## src/rtl/hamming_pkg.sv

```systemverilog
// Shared types and constants for the Hamming(15,11) transmit path.
// Build option HAMMING_EXT_PARITY_EN adds the overall SECDED parity bit c16.
package hamming_pkg;

    typedef enum logic [1:0] {
        CLEAR  = 2'd0,
        LOAD   = 2'd1,
        ENCODE = 2'd2,
        SEND   = 2'd3
    } state_e;

    localparam int DATA_W = 11;

`ifdef HAMMING_EXT_PARITY_EN
    localparam int CW_W  = 16;
    localparam int CNT_W = 5;
`else
    localparam int CW_W  = 15;
    localparam int CNT_W = 4;
`endif

    // Codeword position (1-based) of each data bit d0..d10.
    localparam int DATA_POS [DATA_W] = '{3, 5, 6, 7, 9, 10, 11, 12, 13, 14, 15};

    // Parity bits live at positions 1,2,4,8; each covers the data bits in its mask.
    localparam int PAR_POS [4] = '{1, 2, 4, 8};
    localparam logic [DATA_W-1:0] PAR_MASK [4] = '{
        11'b101_0101_1011,  // p1: d0 d1 d3 d4 d6 d8 d10
        11'b110_0110_1101,  // p2: d0 d2 d3 d5 d6 d9 d10
        11'b111_1000_1110,  // p4: d1 d2 d3 d7 d8 d9 d10
        11'b111_1111_0000   // p8: d4..d10
    };

endpackage

```

## src/rtl/hamming_parity_15_11.sv

```systemverilog
// Combinational mapper from 11 data bits to the Hamming codeword (c1 at bit 0).
// With HAMMING_EXT_PARITY_EN the overall parity c16 is appended at bit 15.
module hamming_parity_15_11
    import hamming_pkg::*;
#(
    parameter bit ODD_PARITY = 1'b0
) (
    input  logic [DATA_W-1:0] data_i,
    output logic [CW_W-1:0]   cw_o
);

    logic [14:0] base;

    genvar gi;
    generate
        for (gi = 0; gi < DATA_W; gi++) begin : g_data
            assign base[DATA_POS[gi]-1] = data_i[gi];
        end
        for (gi = 0; gi < 4; gi++) begin : g_par
            assign base[PAR_POS[gi]-1] = (^(data_i & PAR_MASK[gi])) ^ ODD_PARITY;
        end
    endgenerate

`ifdef HAMMING_EXT_PARITY_EN
    assign cw_o = {(^base) ^ ODD_PARITY, base};
`else
    assign cw_o = base;
`endif

endmodule

```

## src/rtl/hamming_encoder_ctrl.sv

```systemverilog
// Hamming transmit sequencer: collects 11 serial bits via the external shift register,
// encodes, then serialises c1 first. Build option HAMMING_EXT_PARITY_EN sends c16 too.
module hamming_encoder_ctrl
    import hamming_pkg::*;
#(
    parameter bit OUT_IDLE   = 1'b0,
    parameter bit ODD_PARITY = 1'b0
) (
    input  logic              clk,
    input  logic              reset,
    input  logic              in_bit,
    input  logic              in_valid,
    output logic              in_ready,
    output logic              sr_in,
    output logic              sr_shift,
    output logic              sr_clear,
    input  logic [DATA_W-1:0] sr_q,
    output logic              out_bit,
    output logic              out_valid,
    input  logic              out_ready,
    output logic              out_last
);

    localparam logic [CNT_W-1:0] LOAD_LAST = CNT_W'(DATA_W - 1);
    localparam logic [CNT_W-1:0] SEND_LAST = CNT_W'(CW_W - 1);

    state_e           state_q;
    logic [CNT_W-1:0] cnt_q;
    logic [CNT_W-1:0] cnt_d;
    logic [CW_W-1:0]  tx_q;
    logic [CW_W-1:0]  cw;
    logic             in_ready_q;
    logic             sr_clear_q;
    logic             out_valid_q;
    logic             out_bit_q;
    logic             out_last_q;
    logic             in_accept;
    logic             out_accept;

    // sr_q is stable during ENCODE because the last shift happened on the edge entering it.
    hamming_parity_15_11 #(
        .ODD_PARITY(ODD_PARITY)
    ) u_parity (
        .data_i(sr_q),
        .cw_o  (cw)
    );

    assign in_accept  = in_valid & in_ready_q;
    assign out_accept = out_valid_q & out_ready;
    assign cnt_d      = cnt_q + CNT_W'(1);

    assign in_ready  = in_ready_q;
    assign sr_in     = in_bit;
    assign sr_shift  = in_accept;
    assign sr_clear  = sr_clear_q;
    assign out_valid = out_valid_q;
    assign out_bit   = out_bit_q;
    assign out_last  = out_last_q;

    always_ff @(posedge clk) begin
        if (reset) begin
            state_q     <= CLEAR;
            cnt_q       <= '0;
            tx_q        <= '0;
            in_ready_q  <= 1'b0;
            sr_clear_q  <= 1'b1;
            out_valid_q <= 1'b0;
            out_bit_q   <= OUT_IDLE;
            out_last_q  <= 1'b0;
        end else begin
            case (state_q)
                CLEAR: begin
                    state_q    <= LOAD;
                    cnt_q      <= '0;
                    sr_clear_q <= 1'b0;
                    in_ready_q <= 1'b1;
                end
                LOAD: begin
                    if (in_accept) begin
                        if (cnt_q == LOAD_LAST) begin
                            state_q    <= ENCODE;
                            cnt_q      <= '0;
                            in_ready_q <= 1'b0;
                        end else begin
                            cnt_q <= cnt_d;
                        end
                    end
                end
                ENCODE: begin
                    state_q     <= SEND;
                    tx_q        <= cw;
                    cnt_q       <= '0;
                    out_valid_q <= 1'b1;
                    out_bit_q   <= cw[0];
                    out_last_q  <= 1'b0;
                end
                SEND: begin
                    if (out_accept) begin
                        if (cnt_q == SEND_LAST) begin
                            state_q     <= CLEAR;
                            cnt_q       <= '0;
                            sr_clear_q  <= 1'b1;
                            out_valid_q <= 1'b0;
                            out_bit_q   <= OUT_IDLE;
                            out_last_q  <= 1'b0;
                        end else begin
                            cnt_q      <= cnt_d;
                            out_bit_q  <= tx_q[cnt_d];
                            out_last_q <= (cnt_d == SEND_LAST);
                        end
                    end
                end
                default: begin
                    state_q <= CLEAR;
                end
            endcase
        end
    end

endmodule

```

## config.mk

```make
export PLATFORM = sky130hd
export DESIGN_NAME = hamming_encoder_ctrl
export DESIGN_NICKNAME = d
export VERILOG_FILES = /design/src/rtl/hamming_pkg.sv /design/src/rtl/hamming_parity_15_11.sv /design/src/rtl/hamming_encoder_ctrl.sv
export SDC_FILE = /design/constraint.sdc
export NUM_CORES = 1
export LEC_CHECK = 0
export CORE_MARGIN = 2
export CORE_UTILIZATION = 55
export DETAILED_ROUTE_END_ITERATION = 7
export PLACE_DENSITY = 0.85
export RECOVER_POWER = 100
export SYNTH_ARGS = -nofsm -noshare
export SYNTH_HDL_FRONTEND = slang
export SYNTH_HIERARCHICAL = 1
export SYNTH_SLANG_ARGS = --single-unit
```

## constraint.sdc

```tcl
create_clock -name clk -period 6 [get_ports clk]
set_input_delay 0.6 -clock clk [delete_from_list [all_inputs] [get_ports clk]]
set_output_delay 0.6 -clock clk [all_outputs]
set_load 0.02 [all_outputs]
```

Word level (Yosys, flattened, before mapping)

Cells that the tools add are included.
W data, S select, Z words.

Output and inout port bits: 7
Input port bits: 16
Register bits after elaboration: 26

Magnitude comparators: 1
Reduce and logical (&&, ||, !) cells: 15
Eq/ne operators: 10
Bitwise logic cells: 2
$add $sub $neg: 1
Muxes and demuxes: 27

Operator list:

| kind                  | count |
|---|---|
| $reduce_xor A11 Y1    | 4 |
| $mux W4               | 4 |
| $eq A4 B4 Y1 const B  | 3 |
| $pmux W4 S3           | 1 |
| $mux W1               | 11 |
| $pmux W1 S2           | 5 |
| $reduce_and A3 Y1     | 3 |
| $mux W2               | 4 |
| $ne A2 B2 Y1 const B  | 4 |
| $pmux W2 S4           | 1 |
| $reduce_bool A2 Y1    | 3 |
| $lt A4 B5 Y1 const B  | 1 |
| $add A4 B1 Y4 const B | 1 |
| $bmux W1 S4           | 1 |
| $eq A2 B2 Y1 const B  | 2 |
| $reduce_and A2 Y1     | 2 |
| $reduce_and A4 Y1     | 1 |
| $and A1 B1 Y1         | 2 |
| $eq A2 B1 Y1 const B  | 1 |
| $logic_not A2 Y1      | 1 |
| $reduce_or A2 Y1      | 1 |

Logic depth before layout (Yosys ltp)

Depth after elaboration: 6
Gate-level depth with buffers: 7
Depth with buffers taken out: 6

Hierarchy

The synthesis kept the hierarchy.

Modules (own cells, without submodules):

| module               | cells each | instances | area an instance (µm²) |
|---|---|---|---|
| hamming_encoder_ctrl | 148        | 1         | 1381.3 |
| hamming_parity_15_11 | 24         | 1         | 292.8 |

Least setup slack after synthesis

No wires, ideal clock.

Path kind: register to register
From: reg cnt_q[0]
To: reg out_bit_q (netlist: out_bit)
Cell stages (with the launch flop): 8
Arrival time: 1838 ps
Setup time: 137 ps
Path slack: 4025 ps
Clock period less this slack: 1975 ps
Buffers on the path: 1
Cell sequence: dfxtp_1 -> buf_2 -> inv_1 -> ha_1 -> mux4_2 -> mux2_2 -> nand4b_1 -> o221ai_1

Cells in the longest elaborated chain, start to end: 6
Elaborated cells between the ends (all ways): 7

Ends and longest elaborated chain:

| element                       | line                        | source |
|---|---|---|
| start: declaration            | hamming_encoder_ctrl.sv:28  | `logic [CNT_W-1:0] cnt_q;` |
| start signal: assignment      | hamming_encoder_ctrl.sv:85  | `cnt_q <= cnt_d;` |
| start signal: assignment      | hamming_encoder_ctrl.sv:107 | `cnt_q <= cnt_d;` |
| $add A4 B1 Y4                 | hamming_encoder_ctrl.sv:50  | `assign cnt_d = cnt_q + CNT_W'(1);` |
| $bmux W1 S4                   | hamming_encoder_ctrl.sv:108 | `out_bit_q <= tx_q[cnt_d];` |
| $mux W1 (implied by the code) | hamming_encoder_ctrl.sv:108 |  |
| $mux W1 (*)                   | hamming_encoder_ctrl.sv:99  | `if (cnt_q == SEND_LAST) begin` |
| $mux W1 (*)                   | hamming_encoder_ctrl.sv:98  | `if (out_accept) begin` |
| $pmux W1 S2 (*)               | hamming_encoder_ctrl.sv:71  | `case (state_q)` |
| end signal: assignment        | hamming_encoder_ctrl.sv:94  | `out_bit_q <= cw[0];` |
| end signal: assignment        | hamming_encoder_ctrl.sv:108 |  |
| end: declaration              | hamming_encoder_ctrl.sv:35  | `logic out_bit_q;` |

Mark *: on every way between the ends. The rest lies on a longest branch, timed or not. The select of a mux whose other input is x is not followed.
A chain may end at the register's enable or synchronous reset.

Worst setup path after layout

From: in in_valid
To: out sr_shift

Cells in the longest elaborated chain, start to end: 1

Ends and longest elaborated chain:

| element            | line                       | source |
|---|---|---|
| start: declaration | hamming_encoder_ctrl.sv:12 | `input logic in_valid,` |
| $and A1 B1 Y1      | hamming_encoder_ctrl.sv:48 | `assign in_accept = in_valid & in_ready_q;` |
| end: declaration   | hamming_encoder_ctrl.sv:15 | `output logic sr_shift,` |

Every way passes these cells.

==> run summary <==
================================================================================
Status                                                              complete, no violations
Fraction of layout instances using a drive strength above 1                8.47%
Cell Chain, Critical Path                                           clkdlybuf4s50_1 -> nand2_1 -> inv_1 -> dlygate4sd3_1
Yosys synthesis warning count                                                  6
Async set-reset flop share out of synthesis                                   0%
Clock Latency Late Sink                                                  0.33 ns
Commonest register cell after synthesis                             sky130_fd_sc_hd__dfxtp_1
Crit-path slowest cell                                              sky130_fd_sc_hd__dlygate4sd3_1
Initial core utilization                                                   56.2%
Detailed-routing iteration count for the pre-antenna-repair pass               4
Clock sink count                                                              26
Height of the die                                                        59.2 um
Cell type contributing the most total cell area after synthesis     sky130_fd_sc_hd__dfxtp_1
Cell count after placement                                                   206
Setup TNS after final layout                                                0 ns
Detailed placer's ending HPWL                                            2350 um
Die width                                                                59.2 um
Count of buffers inserted at the top-level ports                              20
Max Root-Sink Buffers                                                          2
H-Tree Level Count                                                             1
Layout overhead on the synthesized area                                    8.89%
Number of antenna violations at the first check in global routing              0
Post-placement worst setup slack                                         3.46 ns
Max incr delay on CP                                                     0.66 ns
Number of DRC violations after detailed-routing iteration 0                   41
Via count of the first global-routing pass                                 1,162
DR DRC count                                                                   0
Syn Nets                                                                     196
DR WL/cell                                                               14.5 um
Hold/Removal Path Class                                                  reg2reg
Post-synth top cells                                                sky130_fd_sc_hd__dfxtp_1 (26), sky130_fd_sc_hd__nor2_1 (20), sky130_fd_sc_hd__mux2i_1 (15)
Hold path depth                                                                2
Largest net degree at the start of global routing                             29
Final wirelength                                                         3040 um
Remaining Overflow, GRT                                                        0
I/O pins                                                                      23
Via count                                                                  1,197
Worst Setup Path Type                                                     in2out
Post-synth design cell area                                         0.00167 mm^2
Peak supply drop                                                        0.188 mV
Worst Path Arrival                                                       1.86 ns
Gate count of the mapped netlist                                             172
Average cell area after synthesis                                      9.73 um^2
Critical path launch point type                                        input pin
Number of setup buffers added after CTS                                        0
Vias per inst                                                               5.70
Diode insertion count for antenna repair                                       0
Final clock skew                                                      0.00215 ns
Final hold violation count                                                     0
Reg2Reg Depth                                                                  6
Number of resized instances in the post-cts repair step                        0
Min Tclk post-route                                                      2.46 ns
Most frequent cell after synthesis                                  sky130_fd_sc_hd__dfxtp_1
Worst-Margin Slew                                                        1.00 ns
Worst hold margin                                                       0.474 ns
Gp weighted congestion                                                     0.781
Area share of the largest cell type after synthesis                        31.1%
Maximum clock rate                                                     0.407 GHz
Largest fanout on the critical path                                            3
All-layer global routing usage                                             18.9%
Worst setup EP type                                                  output port
Total number of placement rows                                                20
Relative slew margins                                                      33.0%
Antenna-violating nets left                                                    0
Core footprint                                                      0.00298 mm^2
Fin nets                                                                     202
Pins over their slew limit                                                     0
Minimum setup slack in the final design                                  3.54 ns
Root Driver                                                         sky130_fd_sc_hd__clkbuf_4
Max-Cap Viols                                                                  0
Setup-violating endpoint count in the final report                             0
Total cell area at the placement stage                              0.00179 mm^2
Total die area                                                      0.00350 mm^2
RSZ-0062 raised after global routing                                          no
Number of non-filler instances in the completed layout                       210
Tcrit/Tclk final                                                           41.0%
WP data required                                                         5.40 ns
Number of buffers inserted during clock tree synthesis                         3
Distinct cell type count after synthesis                                      41
Sequential fraction of the synthesis area                                  31.1%
Area contributors post-synth                                        sky130_fd_sc_hd__dfxtp_1 (31%), sky130_fd_sc_hd__xnor3_1 (9.4%), sky130_fd_sc_hd__mux2i_1 (9.0%)
CTS tree                                                                     yes
Post-route design area                                              0.00182 mm^2
Power Total                                                             0.652 mW
Clk slew on worst S/H paths                                              0.14 ns
Post-Route Utilization                                                     61.2%
#FFs+latches synth                                                            26
Hold-fix buffers, CTS                                                          0
Number of flops mapped to enable cells by yosys                                0
Total power per unit cell area                                       357 mW/mm^2
Global-route wire length before repair                                   5100 um
Leakage power                                                           0.736 nW
================================================================================
power by group:
group / leakage (nW) / total [mW] / switching, mW / internal (mW)
logic: 0.503 / 0.310 / 0.155 / 0.156
clock network: 0.0210 / 0.0922 / 0.0550 / 0.0372
registers: 0.212 / 0.249 / 0.0346 / 0.214
total: 0.736 / 0.652 / 0.244 / 0.407
cell families (layout without fill, tap and decap cells):
logic type	after synthesis	in the layout	synth area share, %
AND/OR/NAND/NOR	52	52	15.5
AO/OA/AOI/OAI	26	26	10.9
flip-flops	26	26	31.1
buffers and inverters	26	31	9.19
multiplexers	19	19	13.7
XOR/XNOR	15	15	13.6
adder cells (fa/ha/maj)	8	8	5.98
cell type report:
cell class / instances / area [um^2]
inverters: 7 / 26.3
well taps: 33 / 41.3
clock buffers: 4 / 36.3
repair buffers: 20 / 200
flip-flops and latches: 26 / 520
multi-input cells: 120 / 998
fillers: 258 / 1150
path summary, 6_finish.rpt:
| check | from | endpoint | slack (ns) |
|---|---|---|---|
| worst max register to register | state_q[0] | out_last | 3.62 |
| worst min-delay path | out_last | out_last | 0.47 |
| worst max-delay path | in_valid | sr_shift | 3.54 |
| worst min register to register | out_last | out_last | 0.47 |
cell usage in the layout, fill, tap and decap left out, types with 2 or more instances in the layout:
master                            instances
sky130_fd_sc_hd__nor2_1                  20
sky130_fd_sc_hd__dlygate4sd3_1            9
sky130_fd_sc_hd__nand3_1                  3
sky130_fd_sc_hd__and3_1                   2
sky130_fd_sc_hd__a21oi_1                 11
sky130_fd_sc_hd__clkdlybuf4s50_1         11
sky130_fd_sc_hd__xor2_1                   2
sky130_fd_sc_hd__nand2b_1                 2
sky130_fd_sc_hd__or4_1                    3
sky130_fd_sc_hd__mux2i_1                 15
sky130_fd_sc_hd__inv_1                    7
sky130_fd_sc_hd__and2b_1                  2
sky130_fd_sc_hd__a31o_2                   2
sky130_fd_sc_hd__nand2_1                 11
sky130_fd_sc_hd__xnor2_1                  6
sky130_fd_sc_hd__mux4_2                   3
sky130_fd_sc_hd__nand4_1                  3
sky130_fd_sc_hd__ha_1                     8
sky130_fd_sc_hd__clkbuf_4                 3
sky130_fd_sc_hd__dfxtp_1                 26
sky130_fd_sc_hd__o21ai_0                  2
sky130_fd_sc_hd__xnor3_1                  7
sky130_fd_sc_hd__o2111ai_1                2
worst max-delay path, delay by kind of cell:
kind	cells	cell delay, ns
buffers and inverters	3	1.19
AND/OR/NAND/NOR	1	0.06
layer usage:
layer	global-route usage, %	share of wire [%]
met1	23.9	47
met2	33.8	49
met3	2.62	3.4
met4	4.87	0.69
met5	0	0
sequential cells by signal, indices dropped and copies added, names as in the netlist:
signal	cells
out_last	1
tx_q	15
out_valid	1
cnt_q	4
out_bit	1
sr_clear	1
in_ready	1
state_q	2
(Power assumes the default switching activity.)
